==> src/rtl/rtc_bus_pkg.sv <==
`default_nettype none
// ============================================================================
// Module      : rtc_bus_pkg
// Description : Shared types and constants for the RTC bus sequencer/arbiter.
// Revision    : 1.0 - initial release
// ============================================================================
package rtc_bus_pkg;

  // Bus sequencer states
  typedef enum logic [2:0] {
    IDLE     = 3'd0,
    ADDR_SET = 3'd1,
    ADDR_STB = 3'd2,
    ADDR_HLD = 3'd3,
    DATA_STB = 3'd4,
    RECOV    = 3'd5
  } state_e;

  // Transaction direction
  typedef enum logic {
    OP_RD = 1'b0,
    OP_WR = 1'b1
  } op_e;

  // Requester port indices, also the encoding of the last-grant register
  localparam logic PORT_WR = 1'b0;
  localparam logic PORT_RD = 1'b1;

  // Command byte the refresh FSM issues ahead of time/timer reads
  localparam logic [7:0] RTC_CMD_XFER = 8'hF0;

  // Pin-level strobe bundle; ad/cs/rd/wr are active-low
  typedef struct packed {
    logic ad;
    logic cs;
    logic rd;
    logic wr;
    logic dir;
  } strobes_t;

  // Strobe levels a given state presents on the RTC pins
  function automatic strobes_t phase_strobes(state_e st, op_e op);
    strobes_t s;
    s = '{ad: 1'b1, cs: 1'b1, rd: 1'b1, wr: 1'b1, dir: 1'b0};
    case (st)
      ADDR_SET: s.ad = 1'b0;
      ADDR_STB: begin
        s.ad = 1'b0;
        s.cs = 1'b0;
        s.wr = 1'b0;
      end
      DATA_STB: begin
        s.cs = 1'b0;
        if (op == OP_RD) begin
          s.rd  = 1'b0;
          s.dir = 1'b1;
        end else begin
          s.wr  = 1'b0;
        end
      end
      default: ;
    endcase
    return s;
  endfunction

endpackage : rtc_bus_pkg
`default_nettype wire

==> src/rtl/rtc_phase_timer.sv <==
`default_nettype none
// ============================================================================
// Module      : rtc_phase_timer
// Description : Loadable down-counter timing one bus phase; done while zero.
// Revision    : 1.0 - initial release
// ============================================================================
module rtc_phase_timer #(
  parameter int CNT_W = 3
) (
  input  logic             clk,
  input  logic             rst,
  input  logic             load,
  input  logic [CNT_W-1:0] load_val,
  output logic             done
);

  logic [CNT_W-1:0] cnt_q;
  logic [CNT_W-1:0] cnt_d;

  // Load on phase entry, otherwise count down and park at zero
  always_comb begin
    cnt_d = cnt_q;
    if (load) begin
      cnt_d = load_val;
    end else if (cnt_q != '0) begin
      cnt_d = cnt_q - 1'b1;
    end
  end

  // Counter register
  always_ff @(posedge clk) begin
    if (rst) begin
      cnt_q <= '0;
    end else begin
      cnt_q <= cnt_d;
    end
  end

  assign done = (cnt_q == '0);

endmodule : rtc_phase_timer
`default_nettype wire

==> src/rtl/rtc_bus_arbiter.sv <==
`default_nettype none
// ============================================================================
// Module      : rtc_bus_arbiter
// Description : Round-robin writer/reader arbiter and timed address/data
//               transaction engine for the multiplexed RTC bus.
// Revision    : 1.0 - initial release
// ============================================================================
module rtc_bus_arbiter
  import rtc_bus_pkg::*;
#(
  parameter int PHASE_CYC = 4
) (
  input  logic       clk,
  input  logic       rst,
  input  logic       wr_req,
  input  logic [7:0] wr_addr,
  input  logic [7:0] wr_data,
  output logic       wr_ack,
  input  logic       rd_req,
  input  logic [7:0] rd_addr,
  output logic       rd_ack,
  output logic [7:0] rd_data,
  output logic       busy,
  input  logic [7:0] Dato,
  output logic [7:0] Dato_out,
  output logic       Dir_Dat,
  output logic       AD,
  output logic       CS,
  output logic       RD,
  output logic       WR
);

  localparam int CNT_W = $clog2(2 * PHASE_CYC);
  localparam logic [CNT_W-1:0] LOAD_PH = CNT_W'(PHASE_CYC - 1);
  localparam logic [CNT_W-1:0] LOAD_DS = CNT_W'(2 * PHASE_CYC - 1);

  state_e     state_q, state_d;
  op_e        op_q, op_d;
  logic [7:0] addr_q, addr_d;
  logic [7:0] data_q, data_d;
  logic       last_q, last_d;
  logic [7:0] cap_q, cap_d;
  logic [7:0] rd_data_q, rd_data_d;
  logic       wr_ack_q, wr_ack_d;
  logic       rd_ack_q, rd_ack_d;
  logic       busy_q, busy_d;
  logic [7:0] dato_out_q, dato_out_d;
  strobes_t   stb_q, stb_d;

  logic             tmr_load;
  logic [CNT_W-1:0] tmr_val;
  logic             tmr_done;
  logic             grant_rd;

  // A port is still high during its own ack cycle; it must not win again then
  logic wr_pend;
  logic rd_pend;
  assign wr_pend = wr_req & ~wr_ack_q;
  assign rd_pend = rd_req & ~rd_ack_q;

  rtc_phase_timer #(
    .CNT_W (CNT_W)
  ) u_timer (
    .clk      (clk),
    .rst      (rst),
    .load     (tmr_load),
    .load_val (tmr_val),
    .done     (tmr_done)
  );

  // Next-state, arbitration, and next-value decode of every registered pin
  always_comb begin
    state_d   = state_q;
    op_d      = op_q;
    addr_d    = addr_q;
    data_d    = data_q;
    last_d    = last_q;
    cap_d     = cap_q;
    rd_data_d = rd_data_q;
    wr_ack_d  = 1'b0;
    rd_ack_d  = 1'b0;
    tmr_load  = 1'b0;
    tmr_val   = LOAD_PH;
    grant_rd  = 1'b0;

    case (state_q)
      IDLE: begin
        if (wr_pend || rd_pend) begin
          grant_rd = (wr_pend && rd_pend) ? (last_q == PORT_WR) : rd_pend;
          op_d     = grant_rd ? OP_RD : OP_WR;
          addr_d   = grant_rd ? rd_addr : wr_addr;
          data_d   = wr_data;
          last_d   = grant_rd ? PORT_RD : PORT_WR;
          state_d  = ADDR_SET;
          tmr_load = 1'b1;
        end
      end
      ADDR_SET: begin
        if (tmr_done) begin
          state_d  = ADDR_STB;
          tmr_load = 1'b1;
        end
      end
      ADDR_STB: begin
        if (tmr_done) begin
          state_d  = ADDR_HLD;
          tmr_load = 1'b1;
        end
      end
      ADDR_HLD: begin
        if (tmr_done) begin
          state_d  = DATA_STB;
          tmr_load = 1'b1;
          tmr_val  = LOAD_DS;
        end
      end
      DATA_STB: begin
        if (tmr_done) begin
          if (op_q == OP_RD) begin
            cap_d = Dato;
          end
          state_d  = RECOV;
          tmr_load = 1'b1;
        end
      end
      RECOV: begin
        if (tmr_done) begin
          state_d = IDLE;
          if (op_q == OP_RD) begin
            rd_ack_d  = 1'b1;
            rd_data_d = cap_q;
          end else begin
            wr_ack_d  = 1'b1;
          end
        end
      end
      default: state_d = IDLE;
    endcase

    stb_d  = phase_strobes(state_d, op_d);
    busy_d = (state_d != IDLE);
    case (state_d)
      ADDR_SET, ADDR_STB, ADDR_HLD: dato_out_d = addr_d;
      DATA_STB: dato_out_d = (op_d == OP_WR) ? data_d : 8'h00;
      default:  dato_out_d = 8'h00;
    endcase
  end

  // FSM state, latched transaction and registered pin outputs
  always_ff @(posedge clk) begin
    if (rst) begin
      state_q    <= IDLE;
      op_q       <= OP_RD;
      addr_q     <= 8'h00;
      data_q     <= 8'h00;
      last_q     <= PORT_RD;
      cap_q      <= 8'h00;
      rd_data_q  <= 8'h00;
      wr_ack_q   <= 1'b0;
      rd_ack_q   <= 1'b0;
      busy_q     <= 1'b0;
      dato_out_q <= 8'h00;
      stb_q      <= '{ad: 1'b1, cs: 1'b1, rd: 1'b1, wr: 1'b1, dir: 1'b0};
    end else begin
      state_q    <= state_d;
      op_q       <= op_d;
      addr_q     <= addr_d;
      data_q     <= data_d;
      last_q     <= last_d;
      cap_q      <= cap_d;
      rd_data_q  <= rd_data_d;
      wr_ack_q   <= wr_ack_d;
      rd_ack_q   <= rd_ack_d;
      busy_q     <= busy_d;
      dato_out_q <= dato_out_d;
      stb_q      <= stb_d;
    end
  end

  assign wr_ack   = wr_ack_q;
  assign rd_ack   = rd_ack_q;
  assign rd_data  = rd_data_q;
  assign busy     = busy_q;
  assign Dato_out = dato_out_q;
  assign Dir_Dat  = stb_q.dir;
  assign AD       = stb_q.ad;
  assign CS       = stb_q.cs;
  assign RD       = stb_q.rd;
  assign WR       = stb_q.wr;

endmodule : rtc_bus_arbiter
`default_nettype wire

==> config.mk <==
export PLATFORM = sky130hd
export DESIGN_NAME = rtc_bus_arbiter
export DESIGN_NICKNAME = d
export VERILOG_FILES = /design/src/rtl/rtc_bus_pkg.sv /design/src/rtl/rtc_phase_timer.sv /design/src/rtl/rtc_bus_arbiter.sv
export SDC_FILE = /design/constraint.sdc
export NUM_CORES = 1
export LEC_CHECK = 0
export ABC_AREA = 1
export BUFFER_PORTS_ARGS = -buffer_cell sky130_fd_sc_hd__buf_2
export CELL_PAD_IN_SITES_DETAIL_PLACEMENT = 1
export CELL_PAD_IN_SITES_GLOBAL_PLACEMENT = 1
export CORE_MARGIN = 8
export CORE_UTILIZATION = 37
export CTS_CLUSTER_SIZE = 14
export DETAILED_ROUTE_END_ITERATION = 7
export GPL_TIMING_DRIVEN = 0
export PLACE_DENSITY = 0.81
export SYNTH_ARGS = -nofsm -noshare
export SYNTH_HDL_FRONTEND = slang
export SYNTH_SLANG_ARGS = --single-unit
==> constraint.sdc <==
create_clock -name clk -period 2.1 [get_ports clk]
set_clock_uncertainty 0.2 [all_clocks]
set_input_delay 0.105 -clock clk [delete_from_list [all_inputs] [get_ports clk]]
set_output_delay 0.105 -clock clk [all_outputs]
set_load 0.1 [all_outputs]
==> flow_summary.json <==
{
  "cp_data_arrival_time_ps": 1910,
  "pwr-share-comb": 0.431,
  "switchingPower_mw": 1.63,
  "final_nets": 446,
  "commonest_cells_after_routing_fill_and_taps_aside": "sky130_fd_sc_hd__buf_2 (60), sky130_fd_sc_hd__nand2_1 (55), sky130_fd_sc_hd__dfxtp_1 (54)",
  "timing.final.setup_violations": 0,
  "hold_viol": 0,
  "ys_seq_area_frac": 0.490,
  "crit_chain": "inv_1 -> nand2_1 -> clkinv_1 -> nand2_1 -> nand2_1 -> nand3_1 -> nand2_1 -> inv_2 -> nand3_1 -> nand2_1",
  "layout.filler_cells": 780,
  "compound_cell_area_share_of_the_yosys_netlist": 0.0913,
  "globalRouteOverflowTotal": 0,
  "mappedNetlistNets": 346,
  "timing.setup.tns_ps": 0,
  "min_delay_path_depth": 5,
  "pin_count": 60,
  "synthFlopType": "sky130_fd_sc_hd__dfxtp_1",
  "global_route_wire_length_before_repair_um": 12000,
  "power.clock.fraction": 0.208,
  "p_int_mw": 2.08,
  "synth-xor-area-share": 0.00765,
  "die-area_um2": 8960,
  "maximum_number_of_pins_on_one_net_before_global_route_repair": 17,
  "crit_type": "reg2reg",
  "floorplan.rows": 28,
  "core_region_area_um2": 5960,
  "timing_max_transition_violations_final": 0,
  "multiInputGateArea_um2": 970,
  "critical-path-top-delay-family": "simple AND/OR/NAND/NOR gates",
  "cts_buffers": 5,
  "clkSinkCount": 56,
  "gp_congestion": 0.744,
  "die-height_um": 94.6,
  "netSwitchingFraction": 0.440,
  "power-per-cell-area_nw_per_um2": 1170,
  "io_buffers": 59,
  "groute.usage.overall": 0.167,
  "cts.path.max_buffers": 2,
  "tightestPinTransition_ps": 575,
  "fin_total_pwr_mw": 3.70,
  "critical-path-top-cell-by-count": "sky130_fd_sc_hd__nand2_1",
  "synth_edf_count": 0,
  "critPathBufInv": 3,
  "synthesis.area_per_instance_um2": 7.43,
  "mostFrequentLayoutCell": "sky130_fd_sc_hd__buf_2",
  "timing.fmax_ghz": 0.540,
  "total_leakage_power_nw": 1.56,
  "area.growth.synth_to_final_pct": 37.7,
  "crit_path_cell_count": 10,
  "drt_pre_antenna_iters": 4,
  "post_synth_and_or_nand_nor_area_fraction": 0.313,
  "worstPathRequired_ps": 2160,
  "power.share.sequential": 0.361,
  "cts.root.buffer_cell": "sky130_fd_sc_hd__clkbuf_8",
  "crit_path_end_kind": "flip-flop",
  "yosys_warnings": 0,
  "muxShareOfSynthArea": 0,
  "crit_path_max_fanout": 10,
  "synth.cell_area_um2": 2290,
  "period_minus_slack_ps": 1850,
  "postSynthRegisterBits": 56,
  "num_vias": 2372,
  "max_cap_violations": 0,
  "cp-start-kind": "flip-flop",
  "ff_latch_area_um2": 1120,
  "yosys.area_share.adder": 0.0109,
  "placed_cells_incl_taps": 442,
  "timing.final.crit_share": 0.883,
  "wl_um": 7350,
  "synthDistinctLibCells": 27,
  "number_of_antenna_violations_at_the_first_check_in_global_routing": 1,
  "cp_slowest_cell": "sky130_fd_sc_hd__nand2_1",
  "reg2reg_depth": 10,
  "wl_per_cell_um": 15.1,
  "final_cells": 486,
  "floorplan.initialDensity": 0.384,
  "drive_gt1_frac": 0.254,
  "initialDrtViolationCount": 72,
  "die_w_um": 94.6,
  "drcViolationCount": 0,
  "detail_route.vias_per_cell": 4.88,
  "htree_num_levels": 2,
  "postRouteAntennaNets": 0,
  "proportion_of_register_bits_with_asynchronous_set_or_reset_after_synthesis": 0,
  "clk_lat_worst_skew_ps": 310,
  "grt_setup_unrepaired": "false",
  "max-vdd-ir-drop_mv": 1.04,
  "worst_path_largest_cell_delay_ps": 380,
  "vias_in_the_first_global_route": 2449,
  "post-dp-hpwl_um": 4710,
  "cts_tree": "done",
  "clk_transition_reported_paths_ps": 100,
  "slew_headroom": 0.617,
  "outcome": "complete, no violations",
  "synth_top_family_by_area": "simple AND/OR/NAND/NOR gates",
  "synthesis.instances": 308,
  "hold_path.class": "in2reg"
}
## worst register-to-register path, stage by stage, from the launching register on
cell and delay, ps:
sky130_fd_sc_hd__dfxtp_2 340, sky130_fd_sc_hd__inv_1 40, sky130_fd_sc_hd__nand2_1 90, sky130_fd_sc_hd__clkinv_1 290
sky130_fd_sc_hd__nand2_1 380, sky130_fd_sc_hd__nand2_1 100, sky130_fd_sc_hd__nand3_1 110, sky130_fd_sc_hd__nand2_1 70
sky130_fd_sc_hd__inv_2 60, sky130_fd_sc_hd__nand3_1 60, sky130_fd_sc_hd__nand2_1 60
## layer usage
layer / global-route usage / up-vias / part of all wire
li1: - / 1173 / -
met5: 0 / - / 0
met1: 0.196 / 1124 / 0.42
met4: 0.0715 / 0 / 0.027
met2: 0.300 / 59 / 0.51
met3: 0.0183 / 16 / 0.040
## flip-flops by register name, indices dropped and copies added (netlist names), 3 cells and up
name / count
data_q: 8
addr_q: 8
cap_q: 8
Dato_out: 8
state_q: 3
u_timer.cnt_q: 3
rd_data: 8
## synth_stat cells, drive strengths merged, types with 2 or more instances
cell / number / area (um2)
nand2: 62 / 260
nor2: 57 / 231
dfxtp: 56 / 1120
nand3: 39 / 195
inv: 38 / 143
o21ai: 28 / 144
a21oi: 11 / 58.8
buf: 6 / 46.3
clkbuf: 2 / 7.51
ha: 2 / 25.0
## kinds of logic after synthesis
| logic type | after synthesis |
|---|---|
| AND/OR/NAND/NOR | 161 |
| AO/OA/AOI/OAI | 40 |
| flip-flops | 56 |
| adder cells (fa/ha/maj) | 2 |
| XOR/XNOR | 2 |
| buffers and inverters | 47 |
## through the flow
step                      area (um2)  utilization  setup slack [ps]  hold slack (ps)
after global routing            3150        0.529              26.4              300
after detailed placement        2680        0.450               156              166
after global placement          2680        0.450               220              158
final                           3150        0.529               247              217
after CTS                       3140        0.527               124              195
after floorplan                 2290            -               273             47.1
## cell type report
class,count,share of cell area
sequential,56,0.356
timing repair buffer,93,0.201
buffer,8,0.0171
multi-input combinational,205,0.308
clock buffer,7,0.0306
antenna,2,0.00159
clock inverter,1,0.00953
tap,75,0.0298
inverter,39,0.0464
## power groups by stage
stage	registers [mW]	clock network, mW	logic (mW)
4_1_cts	1.33	0.783	1.59
5_1_grt	1.36	0.819	1.73
2_1_floorplan	1.88	0	0.695
3_3_place_gp	1.35	0	1.50
3_5_place_dp	1.36	0	1.53
6_report	1.34	0.770	1.60
## timing repair
item	CTS	global route
hold endpoints to repair	31	0
endpoints found under the setup margin	0	10
setup buffers	0	1
hold buffers	33	0
gates resized for setup	0	2
## path summary, 6_finish.rpt
| path | end | slack, ps | start |
|---|---|---|---|
| max | Dato_out[4] | 250 | rd_ack |
| min | last_q | 220 | rd_req |
| max reg2reg | Dato_out[4] | 250 | rd_ack |
| min reg2reg | data_q[0] | 280 | data_q[0] |
Note: power is estimated with default switching activity, not from simulation.
